$ cat src/rtl/rv32_mod_mem_arbiter_if.sv
// rv32_mod_mem_arbiter_if: the core's single req/ack external memory bus.
// master modport = arbiter side, slave modport = memory side.
interface rv32_mod_mem_arbiter_if;
    logic        data_req;
    logic        data_wr;
    logic [3:0]  data_be;
    logic [31:0] data_addr;
    logic [31:0] data_data_o;
    logic        data_ack;
    logic        data_err;
    logic [31:0] data_data_i;

    modport master (
        output data_req, data_wr, data_be, data_addr, data_data_o,
        input  data_ack, data_err, data_data_i
    );

    modport slave (
        input  data_req, data_wr, data_be, data_addr, data_data_o,
        output data_ack, data_err, data_data_i
    );
endinterface

$ cat src/rtl/rv32_mod_mem_arbiter.sv
// rv32_mod_mem_arbiter: shares one memory bus between instruction fetch and
// the LSU. One grant at a time, held until ack/err/abort, alternating on ties.
// Optional feature macro: RV32_MEM_ARB_BUS_TIMEOUT_EN (forced error after
// TIMEOUT_CYCLES grant cycles without a bus response).
module rv32_mod_mem_arbiter #(
    parameter int TIMEOUT_CYCLES = 255
) (
    input  logic        clk,
    input  logic        reset,
    input  logic        instr_req,
    input  logic [31:0] instr_addr,
    output logic [31:0] instr_data_o,
    output logic        instr_ack,
    output logic        instr_err,
    input  logic        lsu_req,
    input  logic        lsu_wr,
    input  logic [3:0]  lsu_be,
    input  logic [31:0] lsu_addr,
    input  logic [31:0] lsu_data_i,
    output logic [31:0] lsu_data_o,
    output logic        lsu_ack,
    output logic        lsu_err,
    rv32_mod_mem_arbiter_if.master bus
);

    typedef enum logic [1:0] {
        ST_IDLE  = 2'd0,
        ST_GNT_I = 2'd1,
        ST_GNT_D = 2'd2
    } state_t;

    // last_gnt encoding: 0 = fetch side, 1 = LSU side
    localparam logic SIDE_I = 1'b0;
    localparam logic SIDE_D = 1'b1;

    state_t state_r;
    state_t state_nxt;
    logic   last_gnt_r;
    logic   last_gnt_nxt;
    logic   gnt_i_s;
    logic   gnt_d_s;
    logic   bus_done_s;
    logic   tout_hit_s;
    logic   tout_err_i_r;
    logic   tout_err_d_r;

    assign gnt_i_s    = (state_r == ST_GNT_I);
    assign gnt_d_s    = (state_r == ST_GNT_D);
    assign bus_done_s = bus.data_ack | bus.data_err;

`ifdef RV32_MEM_ARB_BUS_TIMEOUT_EN
    localparam int CNT_W = (TIMEOUT_CYCLES > 255) ? 16 : 8;

    logic [CNT_W-1:0] cnt_r;

    // Grant-cycle counter: cleared while idle, advances every granted cycle.
    always_ff @(posedge clk) begin
        if (reset) begin
            cnt_r <= '0;
        end else if (state_r == ST_IDLE) begin
            cnt_r <= '0;
        end else begin
            cnt_r <= cnt_r + {{(CNT_W-1){1'b0}}, 1'b1};
        end
    end

    assign tout_hit_s = (state_r != ST_IDLE) &&
                        (cnt_r == CNT_W'(TIMEOUT_CYCLES - 1));

    // Forced-error pulse, registered so it appears in the cycle after the
    // last grant cycle, when the bus request has already dropped.
    always_ff @(posedge clk) begin
        if (reset) begin
            tout_err_i_r <= 1'b0;
            tout_err_d_r <= 1'b0;
        end else begin
            tout_err_i_r <= gnt_i_s & instr_req & ~bus_done_s & tout_hit_s;
            tout_err_d_r <= gnt_d_s & lsu_req   & ~bus_done_s & tout_hit_s;
        end
    end
`else
    logic [31:0] unused_timeout;

    assign unused_timeout = TIMEOUT_CYCLES;
    assign tout_hit_s     = 1'b0;
    assign tout_err_i_r   = 1'b0;
    assign tout_err_d_r   = 1'b0;
`endif

    // State and last-grant registers.
    always_ff @(posedge clk) begin
        if (reset) begin
            state_r    <= ST_IDLE;
            last_gnt_r <= SIDE_I;
        end else begin
            state_r    <= state_nxt;
            last_gnt_r <= last_gnt_nxt;
        end
    end

    // Next-state: alternate on ties, hold a grant until response or abort.
    always_comb begin
        state_nxt    = state_r;
        last_gnt_nxt = last_gnt_r;
        case (state_r)
            ST_IDLE: begin
                if (tout_err_i_r || tout_err_d_r) begin
                    // error cycle doubles as the response cycle; no new grant
                    state_nxt = ST_IDLE;
                end else if (instr_req && lsu_req) begin
                    if (last_gnt_r == SIDE_I) begin
                        state_nxt    = ST_GNT_D;
                        last_gnt_nxt = SIDE_D;
                    end else begin
                        state_nxt    = ST_GNT_I;
                        last_gnt_nxt = SIDE_I;
                    end
                end else if (lsu_req) begin
                    state_nxt    = ST_GNT_D;
                    last_gnt_nxt = SIDE_D;
                end else if (instr_req) begin
                    state_nxt    = ST_GNT_I;
                    last_gnt_nxt = SIDE_I;
                end else begin
                    state_nxt = ST_IDLE;
                end
            end
            ST_GNT_I: begin
                if (bus_done_s || !instr_req || tout_hit_s) begin
                    state_nxt = ST_IDLE;
                end else begin
                    state_nxt = ST_GNT_I;
                end
            end
            ST_GNT_D: begin
                if (bus_done_s || !lsu_req || tout_hit_s) begin
                    state_nxt = ST_IDLE;
                end else begin
                    state_nxt = ST_GNT_D;
                end
            end
            default: begin
                state_nxt = ST_IDLE;
            end
        endcase
    end

    // Bus drive follows the registered grant; nothing is driven while idle.
    assign bus.data_req    = gnt_i_s | gnt_d_s;
    assign bus.data_wr     = gnt_d_s & lsu_wr;
    assign bus.data_be     = gnt_d_s ? lsu_be   : (gnt_i_s ? 4'b1111 : 4'b0000);
    assign bus.data_addr   = gnt_d_s ? lsu_addr : (gnt_i_s ? instr_addr : 32'h0000_0000);
    assign bus.data_data_o = gnt_d_s ? lsu_data_i : 32'h0000_0000;

    // Responses steered only to the granted side; err beats ack.
    assign instr_ack    = bus.data_ack & ~bus.data_err & gnt_i_s;
    assign instr_err    = (bus.data_err & gnt_i_s) | tout_err_i_r;
    assign instr_data_o = gnt_i_s ? bus.data_data_i : 32'h0000_0000;
    assign lsu_ack      = bus.data_ack & ~bus.data_err & gnt_d_s;
    assign lsu_err      = (bus.data_err & gnt_d_s) | tout_err_d_r;
    assign lsu_data_o   = gnt_d_s ? bus.data_data_i : 32'h0000_0000;

endmodule

$ cat src/flat_wrapper.sv
// flat-port wrapper written by rule: the top's interface ports become plain ports
module rv32_mod_mem_arbiter_flat 
#(
    parameter int TIMEOUT_CYCLES = 255
)
  (clk, reset, instr_req, instr_addr, instr_data_o, instr_ack, instr_err, lsu_req, lsu_wr, lsu_be, lsu_addr, lsu_data_i, lsu_data_o, lsu_ack, lsu_err, bus_data_req, bus_data_wr, bus_data_be, bus_data_addr, bus_data_data_o, bus_data_ack, bus_data_err, bus_data_data_i);
  rv32_mod_mem_arbiter_if bus_i ();
  input  logic clk;
  input  logic reset;
  input  logic instr_req;
  input  logic [31:0] instr_addr;
  output logic [31:0] instr_data_o;
  output logic instr_ack;
  output logic instr_err;
  input  logic lsu_req;
  input  logic lsu_wr;
  input  logic [3:0] lsu_be;
  input  logic [31:0] lsu_addr;
  input  logic [31:0] lsu_data_i;
  output logic [31:0] lsu_data_o;
  output logic lsu_ack;
  output logic lsu_err;
  output wire logic [$bits(bus_i.data_req)-1:0] bus_data_req;
  output wire logic [$bits(bus_i.data_wr)-1:0] bus_data_wr;
  output wire logic [$bits(bus_i.data_be)-1:0] bus_data_be;
  output wire logic [$bits(bus_i.data_addr)-1:0] bus_data_addr;
  output wire logic [$bits(bus_i.data_data_o)-1:0] bus_data_data_o;
  input wire logic [$bits(bus_i.data_ack)-1:0] bus_data_ack;
  input wire logic [$bits(bus_i.data_err)-1:0] bus_data_err;
  input wire logic [$bits(bus_i.data_data_i)-1:0] bus_data_data_i;
  assign bus_data_req = bus_i.data_req;
  assign bus_data_wr = bus_i.data_wr;
  assign bus_data_be = bus_i.data_be;
  assign bus_data_addr = bus_i.data_addr;
  assign bus_data_data_o = bus_i.data_data_o;
  assign bus_i.data_ack = bus_data_ack;
  assign bus_i.data_err = bus_data_err;
  assign bus_i.data_data_i = bus_data_data_i;
  rv32_mod_mem_arbiter #(.TIMEOUT_CYCLES(TIMEOUT_CYCLES)) u_core (.clk(clk), .reset(reset), .instr_req(instr_req), .instr_addr(instr_addr), .instr_data_o(instr_data_o), .instr_ack(instr_ack), .instr_err(instr_err), .lsu_req(lsu_req), .lsu_wr(lsu_wr), .lsu_be(lsu_be), .lsu_addr(lsu_addr), .lsu_data_i(lsu_data_i), .lsu_data_o(lsu_data_o), .lsu_ack(lsu_ack), .lsu_err(lsu_err), .bus(bus_i));
endmodule
$ cat config.mk
export PLATFORM = sky130hd
export DESIGN_NAME = rv32_mod_mem_arbiter_flat
export DESIGN_NICKNAME = d
export VERILOG_FILES = /design/src/rtl/rv32_mod_mem_arbiter_if.sv /design/src/rtl/rv32_mod_mem_arbiter.sv /design/src/flat_wrapper.sv
export SDC_FILE = /design/constraint.sdc
export NUM_CORES = 1
export LEC_CHECK = 0
export BUFFER_PORTS_ARGS = -buffer_cell sky130_fd_sc_hd__buf_2
export CORE_AREA = 2 2 109 111
export CTS_BUF_LIST = sky130_fd_sc_hd__clkbuf_8
export DETAILED_ROUTE_END_ITERATION = 12
export DIE_AREA = 0 0 111 113
export SKIP_CTS_REPAIR_TIMING = 1
export SLEW_MARGIN = 5
export SYNTH_ARGS = -nofsm -noshare
export SYNTH_HDL_FRONTEND = slang
export SYNTH_SLANG_ARGS = --single-unit
$ cat constraint.sdc
create_clock -name clk -period 1.7 [get_ports clk]
set_clock_uncertainty 0.1 [all_clocks]
set_input_delay 0.255 -clock clk [delete_from_list [all_inputs] [get_ports clk]]
set_output_delay 0.255 -clock clk [all_outputs]
set_load 0.01 [all_outputs]
==> results of run 1 <==
-- cells in the final DEF, fill, tap and decap left out, drive strengths merged --
cell type and count:
and3b 2, nor2 1, ha 4, clkbuf 6, dfxtp 3, nor4b 2
a21o 4, nand2b 1, a22oi 2, nor2b 1, a21oi 1, inv 3
a311oi 1, nand2 1, and2 99, buf 285, a22o 32
-- critical path, delay by kind of cell (launching register included) --
kind,cells,cell delay [ns]
flip-flops,1,0.33
buffers and inverters,4,0.51
AND/OR/NAND/NOR,1,0.13
AO/OA/AOI/OAI,1,0.13
adder cells (fa/ha/maj),1,0.18
-- routing by layer --
metal  part of all wire  routed length [um]  vias to the layer above  track usage
li1                   -                   -                     1137            -
met1               0.41                2930                      945        0.115
met2               0.50                3590                      137        0.173
met3              0.086                 612                        2       0.0139
met4             0.0029                  21                        0       0.0133
met5                  0                   0                        -            0
-- final timing paths --
check,cells past startpoint,end,startpoint,slack (ns)
worst max register to register,5,u_core.state_r[1]$_SDFF_PP0_,u_core.state_r[1]$_SDFF_PP0_,0.36
worst min register to register,1,u_core.last_gnt_r$_SDFFE_PP0P_,u_core.last_gnt_r$_SDFFE_PP0P_,0.40
worst min-delay path,2,u_core.state_r[1]$_SDFF_PP0_,reset,0.14
worst max-delay path,7,bus_data_addr[17],u_core.state_r[1]$_SDFF_PP0_,-0.16
-- Yosys cell counts --
cell	instances
and3b_1	1
a21oi_1	1
a311oi_1	1
ha_1	4
and3b_2	1
clkbuf_1	6
a21o_2	2
a22o_1	32
nor4b_2	1
nor2b_2	1
nand2b_1	1
nor2_1	1
a21o_1	2
buf_2	2
a22oi_1	2
buf_1	1
and2_2	2
buf_6	1
buf_12	3
inv_1	2
dfxtp_1	3
clkbuf_2	5
and2_1	97
nand2_1	1
nor4b_1	1
-- final cells by class --
cell class              instances  share of cell area
clock buffers                   3              0.0137
clock inverters                 1             0.00125
inverters                       2             0.00249
multi-input cells             151               0.370
flip-flops and latches          3              0.0216
well taps                     143              0.0594
repair buffers                288               0.532
-- flip-flops by register name, indices dropped and copies added, names as in the netlist --
register / flops
u_core.last_gnt_r: 1
u_core.state_r: 2
-- cell families after synthesis --
family	share of synthesized area
AND/OR/NAND/NOR	0.537
AO/OA/AOI/OAI	0.267
buffers and inverters	0.110
adder cells (fa/ha/maj)	0.0391
flip-flops	0.0470
-- power by group through the flow --
stage	logic (mW)	registers, mW	clock network [mW]
floorplan	0.337	0.0816	0
global placement	0.690	0.0824	0
detailed placement	0.689	0.0828	0
CTS	0.692	0.0817	0.210
global route	0.806	0.0838	0.216
finish	0.738	0.0832	0.206
-- through the flow --
| stage | TNS (ns) | power [mW] | hold WS (ns) |
|---|---|---|---|
| after global routing | -14.03 | 1.11 | 0.136 |
| after CTS | -14.08 | 0.984 | 0.141 |
| final | -6.71 | 1.03 | 0.135 |
| after global placement | 0 | 0.773 | 0.366 |
| after floorplan | 0 | 0.418 | 0.229 |
| after detailed placement | 0 | 0.772 | 0.371 |
==> out/results.txt, run 1 <==
status: complete, but fails checks
failing checks: setup timing
Post-Layout Cell Count: 591
Worst-Skew Late Latency: 0.22 ns
placed standard-cell area: 2800 sq um
sequential area share after synthesis: 0.0470
post-synth top area share: 0.475
Max stage delay on crit path: 0.33 ns
CTS Sinks: 3
CP required: 1.34 ns
worst min-delay path category: in2reg
worst-margin pin slew: 0.246 ns
Yosys warnings: 0
antenna-violating nets left: 0
Max FO, Critical Path: 9
Synth area leaders: and2_1 47%, a22o_1 22%, buf_12 4.7%
Starting Density: 0.113
Setup crit end kind: output port
DR WL/cell: 12.1 um
number of max-cap violations: 0
num ports: 277
number of diodes: 0
Switch Pwr: 0.401 mW
gr usage total: 0.0928
register share of total power: 0.081
CP Class: reg2out
area leader, netlist: and2_1
Routed WL: 7.15 mm
GP Congestion: 0.752
synthesized area: 1280 sq um
P_int: 0.626 mW
Clock Power Share: 0.200
power per cell area: 341 nW/um^2
worst path arrival time: 1.50 ns
Residual DRC: 0
Longest Clk Path Bufs: 2
fraction of layout cells with a size suffix above 1: 0.683
Layout area overhead: 135%
Nets: 592
port bufs: 276
area of the multi-input gates: 1110 sq um
Inst Count DP: 580
Crit-path slowest cell: dfxtp_2
fin util: 0.267
Slew headroom: 0.834
Core ar.: 11300 sq um
Die H: 113 um
cell area after layout: 3010 sq um
vias in the first global route: 1960
DR vias: 2221
H-tree depth: 1
initial antenna violation count: 0
Mapped Avg Cell Area: 7.35 sq um
clk root buf: clkbuf_8
pin count of the biggest net entering global routing: 62
Fmax: 0.538 GHz
# setup viols final: 108
post-route setup slack: -0.158 ns
CP cell instances: buf_6 > ha_4 > nor2b_4 > buf_12 > buf_6 > a22o_1 > buf_2
fraction of power consumed by combinational cells: 0.719
TritonCTS clock tree: done
FF+latch count, synth: 3
Post-Synthesis Cells: 174
RSZ-0062 raised after global routing: true
worst vdd ir: 0.250 mV
Slew Viols, Final: 0
Critical Path Source Type: flip-flop
Leakage: 1.94 nW
Post-DP HPWL: 5.64 mm
final-report hold violation count: 0
Final min period: 1.86 ns
period utilisation layout: 1.09
Die ar.: 12500 sq um
syn nets: 317
CTS Buf Count: 3
first-pass GRT wire length: 9.84 mm
DR iter-0 viols: 80
# fillers: 1251
Distinct cells, synth: 25
routed vias/inst: 3.76
most used cell, CP: buf_6
clock slew seen by the registers of the worst setup and hold paths: 0.03 ns
dpl ws: 0.0118 ns
chip width: 111 um
register area: 65.1 sq um
Overflow after GRT: 0
drt pass-1 iters: 4
Switching Share: 0.390
row count: 39
No activity file was read; power rests on OpenSTA's default activity.
==> run 2: changes to the inputs <==
--- a/config.mk
+++ b/config.mk
@@ -5,11 +5,14 @@
 export SDC_FILE = /design/constraint.sdc
 export NUM_CORES = 1
 export LEC_CHECK = 0
-export BUFFER_PORTS_ARGS = -buffer_cell sky130_fd_sc_hd__buf_2
+export BUFFER_PORTS_ARGS = -buffer_cell sky130_fd_sc_hd__buf_4
+export CELL_PAD_IN_SITES_DETAIL_PLACEMENT = 0
+export CELL_PAD_IN_SITES_GLOBAL_PLACEMENT = 1
 export CORE_AREA = 2 2 109 111
 export CTS_BUF_LIST = sky130_fd_sc_hd__clkbuf_8
 export DETAILED_ROUTE_END_ITERATION = 12
 export DIE_AREA = 0 0 111 113
+export PLACE_DENSITY_LB_ADDON = 0.1
 export SKIP_CTS_REPAIR_TIMING = 1
 export SLEW_MARGIN = 5
 export SYNTH_ARGS = -nofsm -noshare
==> out/results.txt, run 2 (synthesis results as in run 1) <==
clock slew seen by the registers of the worst setup and hold paths: 0.03 ns (about the same)
worst min-delay path category: in2reg (unchanged)
register share of total power: 0.066 (was 0.081)
Die ar.: 12500 sq um (unchanged)
P_int: 0.821 mW (was 0.626 mW)
Core ar.: 11300 sq um (unchanged)
first-pass GRT wire length: 12.2 mm (was 9.84 mm)
Crit-path slowest cell: dfxtp_2 (unchanged)
# fillers: 1217 (was 1251)
Residual DRC: 0 (unchanged)
initial antenna violation count: 0 (unchanged)
DR WL/cell: 15.5 um (was 12.1 um)
Starting Density: 0.113 (unchanged)
# setup viols final: 106 (was 108)
status: complete, but fails checks (unchanged)
Biggest register: u_core.state_r (unchanged)
Clock Power Share: 0.160 (was 0.200)
CP top delay family: buffers and inverters (unchanged)
CP required: 1.34 ns (about the same)
pin count of the biggest net entering global routing: 56 (was 62)
Post-DP HPWL: 7.24 mm (was 5.64 mm)
Nets: 595 (was 592)
CP Class: reg2out (unchanged)
Final min period: 1.84 ns (was 1.86 ns)
TritonCTS clock tree: done (unchanged)
fraction of power consumed by combinational cells: 0.774 (was 0.719)
CTS Buf Count: 3 (unchanged)
Largest register FFs: 2 (unchanged)
final-report hold violation count: 0 (unchanged)
number of diodes: 0 (unchanged)
met2 usage: 0.256 (was 0.173)
Die H: 113 um (unchanged)
GR Util met1: 0.124 (was 0.115)
number of max-cap violations: 0 (unchanged)
worst-margin pin slew: 0.297 ns (was 0.246 ns)
H-tree depth: 1 (unchanged)
fraction of layout cells with a size suffix above 1: 0.678 (was 0.683)
clk root buf: clkbuf_8 (unchanged)
GRT met3 Usage: 0.0220 (was 0.0139)
Slew headroom: 0.799 (was 0.834)
power per cell area: 331 nW/um^2 (was 341 nW/um^2)
worst vdd ir: 0.281 mV (was 0.250 mV)
drt pass-1 iters: 4 (unchanged)
routed vias/inst: 3.84 (was 3.76)
Regs by FF count: u_core.state_r: 2 flops, u_core.last_gnt_r: 1 flops (unchanged)
Switch Pwr: 0.421 mW (was 0.401 mW)
Slew Viols, Final: 0 (unchanged)
RSZ-0062 raised after global routing: true (unchanged)
row count: 39 (unchanged)
chip width: 111 um (unchanged)
Max FO, Critical Path: 6 (was 9)
total power: 1.24 mW (was 1.03 mW)
Setup crit end kind: output port (unchanged)
Critical Path Source Type: flip-flop (unchanged)
Layout area overhead: 194% (was 135%)
commonest non-fill, non-tap cell in the layout: buf_4 (was buf_2)
DR iter-0 viols: 54 (was 80)
Bufs and invs on worst path: 4 (unchanged)
antenna-violating nets left: 0 (unchanged)
gr usage total: 0.121 (was 0.0928)
most frequent cells in the layout: 272 x buf_4, 97 x and2_1, 32 x a22o_1 (was 275 x buf_2, 95 x and2_1, 32 x a22o_1)
Fmax: 0.542 GHz (was 0.538 GHz)
worst path arrival time: 1.49 ns (was 1.50 ns)
setup total negative slack: -8.39 ns (was -6.71 ns)
Routed WL: 9.24 mm (was 7.15 mm)
period utilisation layout: 1.08 (was 1.09)
num ports: 277 (unchanged)
Switching Share: 0.339 (was 0.390)
Leakage: 2.09 nW (was 1.94 nW)
failing checks: setup timing (unchanged)
Max stage delay on crit path: 0.31 ns (was 0.33 ns)
Longest Clk Path Bufs: 2 (unchanged)
CP cell instances: buf_4 > ha_4 > nor2b_4 > buf_12 > clkbuf_16 > a22o_1 > buf_4 (was buf_6 > ha_4 > nor2b_4 > buf_12 > buf_6 > a22o_1 > buf_2)
Inst Count DP: 581 (was 580)
port bufs: 276 (unchanged)
Overflow after GRT: 0 (unchanged)
fin util: 0.333 (was 0.267)
vias in the first global route: 2110 (was 1960)
CTS Sinks: 3 (unchanged)
Post-Layout Cell Count: 594 (was 591)
most used cell, CP: buf_4 (was buf_6)
global route hottest layer: met2 (unchanged)
DR vias: 2283 (was 2221)
post-route setup slack: -0.144 ns (was -0.158 ns)
GP Congestion: 0.775 (was 0.752)
Worst-Skew Late Latency: 0.21 ns (was 0.22 ns)
run 2: cell count changes in the layout (fill, tap and decap cells not counted), sizes merged:
cell / delta
buf: +1
clkbuf: +2
run 2: cell type report:
cell class	count	area, sq um	share of cell area
clock buffers	3	41.3	0.0110
clock inverters	1	3.75	0.000999
inverters	2	7.51	0.00200
multi-input cells	151	1100	0.292
flip-flops and latches	3	62.6	0.0167
well taps	143	179	0.0476
repair buffers	291	2360	0.629
run 2: power by group through the flow:
| stage | logic (mW) | registers, mW | clock network, mW |
|---|---|---|---|
| after floorplan | 0.337 | 0.0816 | 0 |
| after global placement | 0.888 | 0.0823 | 0 |
| after detailed placement | 0.886 | 0.0827 | 0 |
| after CTS | 0.888 | 0.0818 | 0.204 |
| after global routing | 1.03 | 0.0829 | 0.210 |
| final | 0.962 | 0.0821 | 0.199 |
run 2: worst reg2reg max path, stage by stage (launching register included):
cell,delay [ns]
dfxtp_2,0.31
inv_1,0.07
ha_2,0.18
buf_4,0.29
a22oi_1,0.15
nor4b_1,0.30
run 2: path summary, 6_finish.rpt:
check	from	end	slack (ns)	cells past startpoint
setup / recovery	u_core.state_r[1]$_SDFF_PP0_	bus_data_addr[23]	-0.14	7
hold / removal	reset	u_core.state_r[1]$_SDFF_PP0_	0.13	2
setup reg to reg	u_core.state_r[1]$_SDFF_PP0_	u_core.state_r[0]$_SDFF_PP0_	0.18	5
hold reg to reg	u_core.last_gnt_r$_SDFFE_PP0P_	u_core.last_gnt_r$_SDFFE_PP0P_	0.40	1
run 2: per-layer routing:
metal	part of all wire	vias to the layer above
met5	0	-
met4	0.011	0
met3	0.064	6
met2	0.56	112
met1	0.36	1021
li1	-	1144
run 2: per-stage QoR:
| stage | hold slack (ns) | setup WS (ns) | area [sq um] |
|---|---|---|---|
| after global placement | 0.354 | 0.0547 | 3470 |
| after detailed placement | 0.354 | 0.0103 | 3470 |
| after floorplan | 0.229 | 0.0876 | 1280 |
| final | 0.130 | -0.144 | 3760 |
| after global routing | 0.132 | -0.183 | 3760 |
| after CTS | 0.129 | -0.220 | 3510 |
==> run 3: changes to the inputs <==
--- a/config.mk
+++ b/config.mk
@@ -5,13 +5,13 @@
 export SDC_FILE = /design/constraint.sdc
 export NUM_CORES = 1
 export LEC_CHECK = 0
-export BUFFER_PORTS_ARGS = -buffer_cell sky130_fd_sc_hd__buf_4
 export CELL_PAD_IN_SITES_DETAIL_PLACEMENT = 0
 export CELL_PAD_IN_SITES_GLOBAL_PLACEMENT = 1
-export CORE_AREA = 2 2 109 111
+export CORE_AREA = 2 2 106 108
 export CTS_BUF_LIST = sky130_fd_sc_hd__clkbuf_8
 export DETAILED_ROUTE_END_ITERATION = 12
-export DIE_AREA = 0 0 111 113
+export DIE_AREA = 0 0 108 110
+export DONT_BUFFER_PORTS = 1
 export PLACE_DENSITY_LB_ADDON = 0.1
 export SKIP_CTS_REPAIR_TIMING = 1
 export SLEW_MARGIN = 5
==> out/results.txt, run 3 (synthesis results as in run 1) <==
status: complete, but fails checks (unchanged)
failing checks: setup timing (unchanged)
power per cell area: 424 nW/um^2 (was 331 nW/um^2)
most frequent cells in the layout: 76 x and2_1, 28 x a22o_4, 20 x and2_4 (was 272 x buf_4, 97 x and2_1, 32 x a22o_1)
Slew Viols, Final: 0 (unchanged)
worst path arrival time: 1.45 ns (was 1.49 ns)
number of diodes: 0 (unchanged)
Starting Density: 0.120 (was 0.113)
worst-margin pin slew: 0.248 ns (was 0.297 ns)
DR vias: 1355 (was 2283)
commonest non-fill, non-tap cell in the layout: and2_1 (was buf_4)
setup total negative slack: -3.11 ns (was -8.39 ns)
clk root buf: clkbuf_8 (unchanged)
antenna-violating nets left: 0 (unchanged)
vias in the first global route: 1105 (was 2110)
Fmax: 0.555 GHz (was 0.542 GHz)
DR iter-0 viols: 51 (was 54)
Nets: 317 (was 595)
Final min period: 1.80 ns (was 1.84 ns)
most used cell, CP: buf_12 (was buf_4)
CTS Sinks: 3 (unchanged)
TritonCTS clock tree: done (unchanged)
Post-Layout Cell Count: 313 (was 594)
met2 usage: 0.139 (was 0.256)
routed vias/inst: 4.33 (was 3.84)
fraction of layout cells with a size suffix above 1: 0.451 (was 0.678)
CP top delay family: buffers and inverters (unchanged)
Post-DP HPWL: 4.59 mm (was 7.24 mm)
DR WL/cell: 20.7 um (was 15.5 um)
Crit-path slowest cell: dfxtp_4 (was dfxtp_2)
Worst-Skew Late Latency: 0.22 ns (was 0.21 ns)
Routed WL: 6.47 mm (was 9.24 mm)
global route hottest layer: met2 (unchanged)
chip width: 108 um (was 111 um)
final-report hold violation count: 0 (unchanged)
CP required: 1.34 ns (about the same)
num ports: 277 (unchanged)
H-tree depth: 1 (unchanged)
cell area after layout: 1940 sq um (was 3760 sq um)
Leakage: 0.865 nW (was 2.09 nW)
Slew headroom: 0.832 (was 0.799)
Core ar.: 10700 sq um (was 11300 sq um)
GP Congestion: 0.751 (was 0.775)
Layout area overhead: 52.0% (was 194%)
worst vdd ir: 0.359 mV (was 0.281 mV)
# setup viols final: 37 (was 106)
CP Class: reg2out (unchanged)
clock slew seen by the registers of the worst setup and hold paths: 0.04 ns (was 0.03 ns)
Critical Path Source Type: flip-flop (unchanged)
Bufs and invs on worst path: 3 (was 4)
Setup crit end kind: output port (unchanged)
Die H: 110 um (was 113 um)
Max stage delay on crit path: 0.36 ns (was 0.31 ns)
Overflow after GRT: 0 (unchanged)
CP cell instances: buf_12 > ha_4 > nor2b_4 > buf_12 > clkbuf_16 > a22o_4 (was buf_4 > ha_4 > nor2b_4 > buf_12 > clkbuf_16 > a22o_1 > buf_4)
drt pass-1 iters: 4 (unchanged)
Die ar.: 11900 sq um (was 12500 sq um)
CTS Buf Count: 3 (unchanged)
RSZ-0062 raised after global routing: true (unchanged)
Largest register FFs: 2 (unchanged)
placed standard-cell area: 1380 sq um (was 3470 sq um)
GR Util met1: 0.0920 (was 0.124)
period utilisation layout: 1.06 (was 1.08)
Regs by FF count: u_core.state_r: 2 flops, u_core.last_gnt_r: 1 flops (unchanged)
first-pass GRT wire length: 6.74 mm (was 12.2 mm)
post-route setup slack: -0.101 ns (was -0.144 ns)
number of max-cap violations: 0 (unchanged)
port bufs: 0 (was 276)
gr usage total: 0.0740 (was 0.121)
Residual DRC: 0 (unchanged)
Longest Clk Path Bufs: 2 (unchanged)
Biggest register: u_core.state_r (unchanged)
initial antenna violation count: 0 (unchanged)
worst min-delay path category: in2reg (unchanged)
Max FO, Critical Path: 7 (was 6)
GRT met3 Usage: 0.00764 (was 0.0220)
pin count of the biggest net entering global routing: 81 (was 56)
total power: 0.823 mW (was 1.24 mW)
Inst Count DP: 300 (was 581)
fin util: 0.182 (was 0.333)
row count: 38 (was 39)
## run 3: cell count changes in the layout (fill, tap and decap cells not counted), moves of 5 or more
cell,previous run,this run
and2_4,0,20
buf_4,272,0
buf_6,9,4
and2_1,97,76
a22o_1,32,4
a22o_4,0,28
## run 3: layout make-up
type,instances,area [sq um]
multi-input cells,151,1410
well taps,140,175
flip-flops and latches,3,65.1
fillers,1206,8750
clock buffers,3,41.3
clock inverters,1,3.75
repair buffers,13,245
inverters,2,7.51
## run 3: per-stage QoR
| stage | worst slack [ns] | hold WS [ns] |
|---|---|---|
| global route | -0.141 | 0.00323 |
| global placement | 0.0988 | 0.237 |
| finish | -0.101 | 0.00824 |
| floorplan | 0.0876 | 0.229 |
| detailed placement | 0.0947 | 0.238 |
| CTS | -0.141 | 0.00895 |
## run 3: routing by layer
metal / vias to the layer above / share of wire
met5: - / 0
met4: 0 / 0.00093
met3: 2 / 0.062
met2: 115 / 0.53
met1: 645 / 0.41
li1: 593 / -
## run 3: worst reg2reg max path, delay by kind of cell, from the launching register on
kind / cells / cell delay (ns)
adder cells (fa/ha/maj): 1 / 0.19
flip-flops: 1 / 0.36
buffers and inverters: 2 / 0.36
AND/OR/NAND/NOR: 1 / 0.22
AO/OA/AOI/OAI: 1 / 0.13
## run 3: final timing paths
check | from | endpoint | slack [ns] | depth (start not counted)
worst max-delay path | u_core.state_r[1]$_SDFF_PP0_ | bus_data_addr[21] | -0.10 | 6
worst min-delay path | reset | u_core.state_r[0]$_SDFF_PP0_ | 0.008 | 1
worst max register to register | u_core.state_r[1]$_SDFF_PP0_ | u_core.state_r[1]$_SDFF_PP0_ | 0.25 | 5
worst min register to register | u_core.last_gnt_r$_SDFFE_PP0P_ | u_core.last_gnt_r$_SDFFE_PP0P_ | 0.39 | 1
## run 3: power breakdown
group / total, mW / switching [mW] / internal, mW
combinational: 0.535 / 0.281 / 0.254
clock: 0.205 / 0.0507 / 0.154
sequential: 0.0837 / 0.00666 / 0.0770
total: 0.823 / 0.338 / 0.485
